`config.mk`:
```
export PLATFORM = sky130hd
export DESIGN_NAME = pl_mem_arbiter
export DESIGN_NICKNAME = d
export VERILOG_FILES = /design/src/rtl/pl_mem_arbiter_pkg.sv /design/src/rtl/pl_mem_arb_pick.sv /design/src/rtl/pl_mem_arbiter.sv
export SDC_FILE = /design/constraint.sdc
export NUM_CORES = 1
export LEC_CHECK = 0
export CAP_MARGIN = 20
export CELL_PAD_IN_SITES_DETAIL_PLACEMENT = 2
export CELL_PAD_IN_SITES_GLOBAL_PLACEMENT = 2
export CORE_MARGIN = 5
export CORE_UTILIZATION = 24
export DETAILED_ROUTE_END_ITERATION = 10
export PLACE_DENSITY_LB_ADDON = 0.1
export SLEW_MARGIN = 25
export SYNTH_ARGS = -nofsm -noshare
export SYNTH_HDL_FRONTEND = slang
export SYNTH_SLANG_ARGS = --single-unit
```
`constraint.sdc`:
```
create_clock -name clk -period 2.1 [get_ports clk]
set_clock_uncertainty 0.1 [all_clocks]
set_input_delay 0.21 -clock clk [delete_from_list [all_inputs] [get_ports clk]]
set_output_delay 0.21 -clock clk [all_outputs]
set_load 0.02 [all_outputs]
```
`src/rtl/pl_mem_arbiter_pkg.sv`:
```
// Shared definitions for the unified-memory arbiter: FSM state encoding and
// default widths used by the top level and its winner-select helper.
package pl_mem_arbiter_pkg;

  localparam int AW_DEFAULT           = 32;
  localparam int DW_DEFAULT           = 32;
  localparam int STARVE_LIMIT_DEFAULT = 4;

  typedef enum logic [2:0] {
    ST_IDLE   = 3'd0,
    ST_BUSY_I = 3'd1,
    ST_BUSY_D = 3'd2,
    ST_RESP_I = 3'd3,
    ST_RESP_D = 3'd4
  } state_t;

endpackage

```
`src/rtl/pl_mem_arb_pick.sv`:
```
// Winner select between fetch and data requesters, plus the saturating
// counter that forces a fetch grant after a run of data grants.
module pl_mem_arb_pick #(
  parameter int STARVE_LIMIT = 4
) (
  input  logic                              clk,
  input  logic                              clrn,
  input  logic                              idle,
  input  logic                              i_req,
  input  logic                              d_req,
  output logic                              grant_i,
  output logic                              grant_d,
  output logic [$clog2(STARVE_LIMIT+1)-1:0] starve_cnt
);

  localparam int CW = $clog2(STARVE_LIMIT + 1);
  localparam logic [CW-1:0] LIMIT = CW'(STARVE_LIMIT);

  // Data normally wins so the older MEM-stage instruction drains first.
  assign grant_d = idle && d_req && (!i_req || (starve_cnt < LIMIT));
  assign grant_i = idle && i_req && !grant_d;

  always_ff @(posedge clk or negedge clrn) begin
    if (!clrn) begin
      starve_cnt <= '0;
    end else if (grant_i) begin
      starve_cnt <= '0;
    end else if (grant_d) begin
      if (!i_req) begin
        starve_cnt <= '0;
      end else if (starve_cnt != LIMIT) begin
        starve_cnt <= starve_cnt + 1'b1;
      end
    end
  end

endmodule

```
`src/rtl/pl_mem_arbiter.sv`:
```
// Shares one single-port memory between the fetch and data ports of the
// pipeline: arbitrates, latches the winner, runs the req/ack handshake.
module pl_mem_arbiter
  import pl_mem_arbiter_pkg::*;
#(
  parameter int AW           = AW_DEFAULT,
  parameter int DW           = DW_DEFAULT,
  parameter int STARVE_LIMIT = STARVE_LIMIT_DEFAULT
) (
  input  logic                              clk,
  input  logic                              clrn,
  input  logic                              i_req,
  input  logic [AW-1:0]                     i_addr,
  output logic                              i_rdy,
  output logic [DW-1:0]                     i_rdata,
  input  logic                              d_req,
  input  logic                              d_we,
  input  logic [AW-1:0]                     d_addr,
  input  logic [DW-1:0]                     d_wdata,
  output logic                              d_rdy,
  output logic [DW-1:0]                     d_rdata,
  output logic                              m_req,
  output logic                              m_we,
  output logic [AW-1:0]                     m_addr,
  output logic [DW-1:0]                     m_wdata,
  input  logic                              m_ack,
  input  logic [DW-1:0]                     m_rdata,
  output logic                              busy,
  output state_t                            state,
  output logic [$clog2(STARVE_LIMIT+1)-1:0] starve_cnt
);

  // Handshake: a requester raises x_req and holds it (with stable operands)
  // until x_rdy pulses; m_req is held until a single-cycle m_ack returns data.
  logic          grant_i;
  logic          grant_d;
  logic [AW-1:0] addr_q;
  logic [DW-1:0] wdata_q;
  logic [DW-1:0] rdata_q;
  logic          we_q;

  pl_mem_arb_pick #(
    .STARVE_LIMIT (STARVE_LIMIT)
  ) u_pick (
    .clk        (clk),
    .clrn       (clrn),
    .idle       (state == ST_IDLE),
    .i_req      (i_req),
    .d_req      (d_req),
    .grant_i    (grant_i),
    .grant_d    (grant_d),
    .starve_cnt (starve_cnt)
  );

  always_ff @(posedge clk or negedge clrn) begin
    if (!clrn) begin
      state   <= ST_IDLE;
      addr_q  <= '0;
      wdata_q <= '0;
      we_q    <= 1'b0;
      rdata_q <= '0;
      m_req   <= 1'b0;
      i_rdy   <= 1'b0;
      d_rdy   <= 1'b0;
      busy    <= 1'b0;
    end else begin
      case (state)
        ST_IDLE: begin
          if (grant_d) begin
            state   <= ST_BUSY_D;
            addr_q  <= d_addr;
            wdata_q <= d_wdata;
            we_q    <= d_we;
            m_req   <= 1'b1;
            busy    <= 1'b1;
          end else if (grant_i) begin
            state  <= ST_BUSY_I;
            addr_q <= i_addr;
            we_q   <= 1'b0;
            m_req  <= 1'b1;
            busy   <= 1'b1;
          end
        end
        ST_BUSY_I, ST_BUSY_D: begin
          // Stores capture m_rdata too; the value is simply never consumed.
          if (m_ack) begin
            rdata_q <= m_rdata;
            m_req   <= 1'b0;
            if (state == ST_BUSY_I) begin
              state <= ST_RESP_I;
              i_rdy <= 1'b1;
            end else begin
              state <= ST_RESP_D;
              d_rdy <= 1'b1;
            end
          end
        end
        ST_RESP_I, ST_RESP_D: begin
          state <= ST_IDLE;
          i_rdy <= 1'b0;
          d_rdy <= 1'b0;
          busy  <= 1'b0;
        end
        default: begin
          state <= ST_IDLE;
          m_req <= 1'b0;
          i_rdy <= 1'b0;
          d_rdy <= 1'b0;
          busy  <= 1'b0;
        end
      endcase
    end
  end

  assign m_addr  = addr_q;
  assign m_we    = we_q;
  assign m_wdata = wdata_q;
  assign i_rdata = rdata_q;
  assign d_rdata = rdata_q;

endmodule

```
==> metrics.txt <==
post-synthesis cell count 321; DR vias/cell 4.20; Final setup viols 0; HP Class primary input to register; first-pass iteration count of the detailed router 4; count of pins over their slew limit 0; number of synthesized flops with an enable pin 0; clock transition at the registers of the reported paths 0.08 ns; Seq/Total Area, Yosys 0.537; Max Cap Viol 0; Reg area 2680 sq um; Comb power frac 0.573; vias in the first global route 4092; switching share of power 0.381; Sum Neg Setup Slack 0 ns; Critical Path, Cell by Cell buf_4, clkdlybuf4s50_1; DRC errors left 0; critical path data required time 1.79 ns; relative slew slack 0.602; Detailed Route WL 15700 um; Synth Flop Type dfrtp_1; Worst EP arrival 1.65 ns; PD cells 1600 nW/um^2; Placed Area 7820 sq um; Initial Utilization 0.245; delay-heaviest family, CP buffers and inverters; Yosys reg bits 107; Clk pwr share 0.131; sw power 4.94 mW; CTS tree done; leakage 3.36 nW; Worst Tran Pin Value 0.597 ns; layout cell share with drive strength beyond 1 0.286; status finished clean; H-tree depth 3; post-CTS setup buffers 0; Area Overhead vs Synth 63.0%; CP max-delay cell clkdlybuf4s50_1; all-layer global routing usage 0.130; Root Driver clkbuf_16; footprint of the multi-input gates 1900 sq um; CORE AREA 20400 sq um; share of power burned in registers 0.296; WP buf/inv 2; f_max 510 MHz; Overflow after GRT 0; clock sinks 107; CP Launch Type register; DP Wirelength 12300 um; Crit Path Max Fanout 9; Tmin final 1.96 ns; Post-Syn Area 4990 sq um; final instance area 8130 sq um; ANT nets after route 0; first-pass GRT wire length 24300 um; WL/cell 18.6 um; area of the die 23800 sq um; largest net degree at the start of global routing 108; port buffer count 272; worst vdd rail ir drop 0.461 mV; Yosys warning count 0; FFs w/ async S/R, synth 1.00; drt initial violations 82; Crit Path Category register to output port; clk buf depth 2; Pint 8.03 mW; Slowest Stage Delay on Critical Path 0.63 ns; Die Ht 154 um; count of cell types in the netlist 26; initial antenna violation count 0; worst skew pair latency 0.34 ns; Fill cells 2031; DIE WIDTH 154 um; NumNets Final 704; Final Hold Violating Endpoints 0; antenna cells 0; most common cell after layout, fill and taps aside clkdlybuf4s50_1; Power Total 13.0 mW; IO Pins 273; Post-Syn Nets 457; row count 52; syn_area_per_cell 15.5 sq um; commonest non-fill, non-tap cells in the layout 271 x clkdlybuf4s50_1, 105 x dfrtp_1, 72 x mux2_2, 56 x mux2_4, 9 x clkbuf_16; global placement routability congestion 0.695; CTS Buf Count 9; RSZ-0062 raised after global routing no; crit share post-route 0.934; Vias 3541; Setup crit end kind output port
==> metrics by stage <==
step            util  setup WS [ns]  hold slack (ns)  instances
6_report       0.399          0.138            0.366        843
3_5_place_dp   0.384         0.0100            0.253        826
4_1_cts        0.399         0.0244            0.350        843
2_1_floorplan      -          0.223           -0.186        321
3_3_place_gp   0.384         0.0979            0.247        826
5_1_grt        0.399         0.0742            0.353        843
==> cells in the mapped netlist (all sizes together), types with 2 or more instances <==
cell type  number  share of area
mux2          128           0.33
dfrtp         107           0.54
buf            50          0.081
a21oi           7         0.0070
inv             3         0.0023
o21ai           3         0.0030
a211oi          2         0.0030
a32o            2         0.0040
ha              2         0.0050
nand2           2         0.0015
nor2            2         0.0015
nor3            2         0.0020
==> layout make-up <==
type	instances	share of cell area
Timing Repair Buffer	286	0.357
Sequential cell	107	0.330
Clock inverter	7	0.00892
Tap cell	270	0.0415
Clock buffer	9	0.0277
Inverter	3	0.00138
Multi-Input combinational cell	161	0.234
==> power by group through the flow <==
stage,clock network [mW],registers (mW),logic [mW]
4_1_cts,1.79,3.87,7.60
6_report,1.70,3.83,7.44
5_1_grt,1.88,4.02,7.83
2_1_floorplan,0,5.01,3.13
3_5_place_dp,0,3.90,7.58
3_3_place_gp,0,3.82,7.46
==> flip-flops by register name, indices dropped and copies added, names as in the netlist <==
signal / cells
busy: 1
d_rdata: 32
d_rdy: 1
i_rdy: 1
m_addr: 32
m_req: 1
m_wdata: 32
m_we: 1
state: 3
u_pick.starve_cnt: 3
==> worst paths after layout <==
path,end,startpoint,depth (start not counted),slack [ns]
worst max register to register,m_wdata[0],state[1],4,0.32
worst min-delay path,d_rdata[23],m_rdata[23],2,0.37
worst max-delay path,state[2],state[2],2,0.14
min in group asynchronous,d_rdata[23],clrn,3,0.38
max in group asynchronous,state[1],clrn,3,1.04
worst min register to register,m_we,m_we,1,0.40
==> worst register-to-register path, stage by stage (launching register included) <==
cell and delay, ns:
dfrtp_2 0.48, nor3_1 0.29, and2_2 0.24, buf_4 0.20, mux2_2 0.36
==> timing repair <==
item,in CTS,in global routing
hold buffers,1,0
setup endpoints to repair,1,1
gates resized for setup,1,1
pin swaps,0,0
endpoints found under the hold margin,107,0
==> logic make-up after synthesis <==
| group | share of synthesized area |
|---|---|
| adders and majority gates | 0.00502 |
| muxes | 0.331 |
| buffers and inverters | 0.0833 |
| DFF | 0.537 |
| and+or+nand+nor | 0.0178 |
| xor gates and xnor gates | 0.00176 |
| AOI/OAI and AO/OA | 0.0241 |
==> per-layer routing <==
| metal | wire, um | vias to the layer above | track usage |
|---|---|---|---|
| li1 | - | 1588 | - |
| met1 | 5960 | 1773 | 0.149 |
| met2 | 7790 | 169 | 0.223 |
| met3 | 1750 | 11 | 0.0531 |
| met4 | 181 | 0 | 0.0353 |
| met5 | 0 | - | 0 |
No activity file was read; power rests on OpenSTA's default activity.
